===== src/rtl/mem_master.sv =====
// Single-outstanding memory master: one request becomes a one-cycle read/write
// strobe, a hold cycle for the memory to respond, then a one-cycle response pulse.
module mem_master #(
  parameter int ADDR_W = 8,
  parameter int DATA_W = 16
) (
  input  logic              CLK,
  input  logic              RST,
  input  logic              req_valid,
  output logic              req_ready,
  input  logic              req_we,
  input  logic [ADDR_W-1:0] req_addr,
  input  logic [DATA_W-1:0] req_wdata,
  output logic              rsp_valid,
  output logic [DATA_W-1:0] rsp_rdata,
  output logic              busy,
  output logic [15:0]       txn_count,
  output logic [ADDR_W-1:0] address,
  output logic [DATA_W-1:0] data_in,
  output logic              read,
  output logic              write,
  input  logic [DATA_W-1:0] data_out
);

  typedef enum logic [1:0] {IDLE, STROBE, HOLD} state_t;

  state_t              r_state;
  state_t              w_next;
  logic                w_accept;
  logic                r_we;
  logic                r_read;
  logic                r_write;
  logic                r_rsp_valid;
  logic [DATA_W-1:0]   r_rsp_rdata;
  logic [15:0]         r_txn_count;
  logic [ADDR_W-1:0]   r_address;
  logic [DATA_W-1:0]   r_data_in;

  assign w_accept = (r_state == IDLE) && req_valid;

  always_comb begin
    w_next = r_state;
    case (r_state)
      IDLE:    if (req_valid) w_next = STROBE;
      STROBE:  w_next = HOLD;
      HOLD:    w_next = IDLE;
      default: w_next = IDLE;
    endcase
  end

  always_ff @(posedge CLK) begin
    if (RST) begin
      r_state     <= IDLE;
      r_we        <= 1'b0;
      r_read      <= 1'b0;
      r_write     <= 1'b0;
      r_rsp_valid <= 1'b0;
      r_rsp_rdata <= '0;
      r_txn_count <= '0;
      r_address   <= '0;
      r_data_in   <= '0;
    end else begin
      r_state     <= w_next;
      // Strobes only ever rise on acceptance, so they last exactly the STROBE cycle
      r_read      <= w_accept && !req_we;
      r_write     <= w_accept && req_we;
      r_rsp_valid <= (r_state == HOLD);
      if (w_accept) begin
        r_address <= req_addr;
        r_data_in <= req_wdata;
        r_we      <= req_we;
      end
      if (r_state == HOLD) begin
        r_txn_count <= r_txn_count + 16'd1;
        if (!r_we) r_rsp_rdata <= data_out;
      end
    end
  end

  assign req_ready = (r_state == IDLE);
  assign busy      = (r_state != IDLE);
  assign rsp_valid = r_rsp_valid;
  assign rsp_rdata = r_rsp_rdata;
  assign txn_count = r_txn_count;
  assign address   = r_address;
  assign data_in   = r_data_in;
  assign read      = r_read;
  assign write     = r_write;

endmodule


===== config.mk =====
export PLATFORM = sky130hd
export DESIGN_NAME = mem_master
export DESIGN_NICKNAME = d
export VERILOG_FILES = /design/src/rtl/mem_master.sv
export SDC_FILE = /design/constraint.sdc
export NUM_CORES = 1
export LEC_CHECK = 0
export ABC_CLOCK_PERIOD_IN_PS = 3100
export CORE_ASPECT_RATIO = 1.2
export CORE_MARGIN = 1.5
export CORE_UTILIZATION = 44
export DETAILED_ROUTE_END_ITERATION = 6
export GPL_TIMING_DRIVEN = 0
export PLACE_DENSITY_LB_ADDON = 0.3
export SYNTH_ARGS = -nofsm -noshare
export SYNTH_HDL_FRONTEND = slang
export SYNTH_SLANG_ARGS = --single-unit

===== constraint.sdc =====
create_clock -name CLK -period 3.1 [get_ports CLK]
set_clock_uncertainty 0.1 [all_clocks]
set_input_delay 0.31 -clock CLK [delete_from_list [all_inputs] [get_ports CLK]]
set_output_delay 0.31 -clock CLK [all_outputs]
set_load 0.03 [all_outputs]

After elaboration in Yosys (flattened, before gate mapping)
Cells that the tools add are included.
{"block": "totals", "regBits": 62, "out_inout_bits": 61}
{"block": "classes", "add_sub_neg": 1, "n_eq_ne": 3, "mux": 2, "bitwise": 1, "n_reduce_logical": 7}
{"op": "$add 16x1->16 const B", "count": 1}
{"op": "$pmux 2 s2", "count": 1}
{"op": "$logic_and 1x1->1", "count": 3}
{"op": "$eq 2x1->1 const B", "count": 1}
{"op": "$eq 2x2->1 const B", "count": 1}
{"op": "$logic_not 2->1", "count": 1}
{"op": "$mux 2", "count": 1}
{"op": "$ne 2x2->1 const B", "count": 1}
{"op": "$reduce_and 2->1", "count": 1}
{"op": "$reduce_bool 2->1", "count": 1}
{"op": "$logic_not 1->1", "count": 1}
{"op": "$not 1->1", "count": 1}

Logic depth before layout (Yosys ltp)
{"block": "logic_depth", "word_depth": 3, "depth_mapped": 6, "depth_no_buf": 4}

Least setup slack after synthesis
Ideal clock, no wire load.
{"block": "synth_timing", "path_kind": "register to register", "start": "register r_state[1]", "end": "register r_data_in[10] (netlist: data_in[10])", "setup_time_ns": 0.132, "arrival_time_ns": 1.484, "required_ns": 2.868, "setup_slack_ns": 1.384, "stages_incl_launch_ff": 6, "path_cell_list": "dfxtp_1 > nor2_1 > nand2_1 > clkbuf_1 > nand2_1 > a21oi_1"}
{"block": "synth_via", "elab_chain_len": 2}
{"item": "start: declaration", "line_no": "27", "rtl": "state_t r_state;"}
{"item": "start signal: assignment", "line_no": "63", "rtl": "r_state <= w_next;"}
{"item": "$logic_not 2->1"}
{"item": "via req_ready", "line_no": "10", "rtl": "output logic req_ready,"}
{"item": "$logic_and 1x1->1", "line_no": "39", "rtl": "assign w_accept = (r_state == IDLE) && req_valid;"}
{"item": "end signal: assignment", "line_no": "70", "rtl": "r_data_in <= req_wdata;"}
{"item": "end: declaration", "line_no": "37", "rtl": "logic [DATA_W-1:0] r_data_in;"}
The timed path passes the listed nets, and every way through them passes these cells.
A chain may end at the register's enable or synchronous reset.

Final worst setup path
{"block": "layout_timing", "start": "register r_state[1]", "end": "output port req_ready"}
{"block": "layout_via", "elab_chain_len": 1}
{"item": "$logic_not 2->1", "line_no": "80", "rtl": "assign req_ready = (r_state == IDLE);"}
{"item": "end: declaration", "line_no": "10"}
No other way between the ends.

==> metrics <==
Fmax around 0.48 GHz; most common cell after layout, fill and taps aside clkdlybuf4s50_1; core area just under 5000 um^2; post-route ant nets 0; Clock power frac a little over two fifths; Detailed Routing Iterations Pass 1 4; hold slack about 250 ps; # diodes 0; startpoint types flop; Distinct cells, synth 26; post-route setup TNS 0 ps; vias in the first global route 1,993; Synth-to-Final Area Change 58.1%; peak supply drop about 0.00043 V; clk_lat worst skew ~330 ps; Slew headroom a little under 70%; Final min period 2090 ps; die height around 82 um; share of the synthesized area in the top cell type roughly 54%; Worst Hold Class in -> reg; sequential power share roughly 45%; share of the clock period used by the worst path 67.3%; Seq/Total Area, Yosys between 50% and 60%; Post-DP Area ~3400 um^2; Critical Path, Cell by Cell nor2_1 > clkdlybuf4s50_1; unrepaired setup endpoints after global routing no; Setup CP Type reg -> out; Post-Syn Area per Cell 8.21 um^2; Lkg Pwr about 0.0013 uW; port buffer count between 100 and 150; Slowest Stage Delay on Critical Path roughly 730 ps; Routed WL per cell 12.9 um; compound-cell area share of the yosys netlist 11.3%; Starting Density 45.9%; status complete, no violations; Worst Max-Slew Pin Slew approximately 480 ps; Site Rows 28; routed vias between 2,000 and 2,500; Syn Std Cell Area approximately 2300 um^2; Crit path arrival time between 1500 and 2000 ps; clock tree buffer depth 2; combinational share of power 13.4%; Ys Warns 0; post-route cell area roughly 3600 um^2; fin. max-slew vios 0; synth top area cells dfxtp_1, nand2_1, a21oi_1; Post-Synth Adder-Cell Area less than 1%; CP max FO 5; final hold vios 0; post-DP HPWL 4210 um; DRC 0; antenna violations before repair 0; crit path capture type primary output; Ports roughly 110; synthesis-stage register bit count 62; xor/xnor share of the synthesized area about 4.2%; initial drt markers 92; Post-Synthesis Cells 278; share of cells above drive strength 1 a little under 6%; area leader, netlist dfxtp_1; GRT Residual Overflow 0; Gates resized, CTS repair 0; largest net degree at the start of global routing 11; CTS tree yes; TritonCTS buffer count 9; Power Internal about 1400 uW; total power roughly 1900 uW; H-tree levels 3; Max-Cap Viols 0; clock slew at reported path FFs 60 ps; Power Density 521 nW/um^2; DR vias/cell between 4 and 5; most frequent cells in the layout clkdlybuf4s50_1, nand2_1, dfxtp_1; Setup Fix Bufs, Post-CTS 0; main combinational cell family by area after synthesis simple AND/OR/NAND/NOR gates; WP data required ~2700 ps; die area 5630 um^2; Root Buffer clkbuf_8; first-pass GRT wire length ~9100 um; gpl congestion between 0.7 and 0.8; Synth Area in Simple Gates between 20% and 30%; Sw Ratio 23.8%; Syn Nets roughly 320; Post-CTS Hold Fix Bufs 0; clock sink total 62; Final setup viols 0; GRT Resource Usage Total a little over a fifth; CP max-delay cell clkdlybuf4s50_1; nets@finish 437; total wire length 5890 um; switching power total ~450 uW; die width approximately 69 um; post-synthesis mux area share 0%
cells by family after synthesis:
| family | count (synthesis) |
|---|---|
| compound gates | 50 |
| buf+inv | 20 |
| flops | 62 |
| simple gates | 134 |
| fa+ha+maj | 1 |
| xor+xnor | 11 |
power by group through the flow:
stage	registers, uW	logic [uW]	clock network, uW
floorplan	911	68.8	0
global placement	857	249	0
detailed placement	859	253	0
CTS	841	255	799
global route	844	272	836
finish	841	252	788
flip-flops by register name, indices dropped and copies added (netlist names):
signal / count
address: 8
data_in: 16
write: 1
r_state: 2
rsp_rdata: 16
r_we: 1
read: 1
txn_count: 16
rsp_valid: 1
metrics by stage:
stage / worst slack [ps] / utilization, % / instances
finish: 1010 / 72.6 / 456
CTS: 1010 / 72.6 / 456
detailed placement: 1260 / 68.1 / 441
global route: 898 / 72.6 / 456
global placement: 1320 / 68.1 / 441
floorplan: 1380 / - / 278
layout make-up:
class	count	area, um^2
inverters	2	7.51
clock inverters	4	70.1
plain buffers	18	81.3
multi-input cells	196	953
fillers	388	1360
clock buffers	11	151
repair buffers	103	1030
well taps	60	75.1
flip-flops and latches	62	1240
worst paths after layout:
path,start,endpoint,slack [ps],cells after the start
worst max-delay path,r_state[1],req_ready,1010,2
worst max register to register,r_state[0],rsp_rdata[14],1440,5
worst min register to register,rsp_rdata[2],rsp_rdata[2],350,2
worst min-delay path,RST,r_state[0],250,2
worst max-delay path, delay by kind of cell (launching register included):
family                 cells  cell delay [ps]
and+or+nand+nor            1              280
DFF                        1              340
buffers and inverters      1              730
synthesized netlist by cell type (all sizes together):
cell type	instances
o21ai	3
clkbuf	11
nand4	5
nand4b	1
o21ba	1
buf	7
o21a	1
nor2b	1
nor3	2
xnor2	1
nor2	15
or3	2
and4	3
ha	1
inv	2
xor2	10
and4b	1
dfxtp	62
a21oi	45
and2	4
nand2	89
nand2b	2
and3	3
nand3	5
nor3b	1
layer usage:
| layer | GRT usage [%] | wire length [um] | up-vias |
|---|---|---|---|
| met5 | 0 | 0 | - |
| met4 | 10.4 | 114 | 0 |
| met3 | 7.53 | 411 | 9 |
| met2 | 37.1 | 2990 | 73 |
| met1 | 24.4 | 2380 | 1036 |
| li1 | - | - | 1145 |
(Power assumes the default switching activity.)
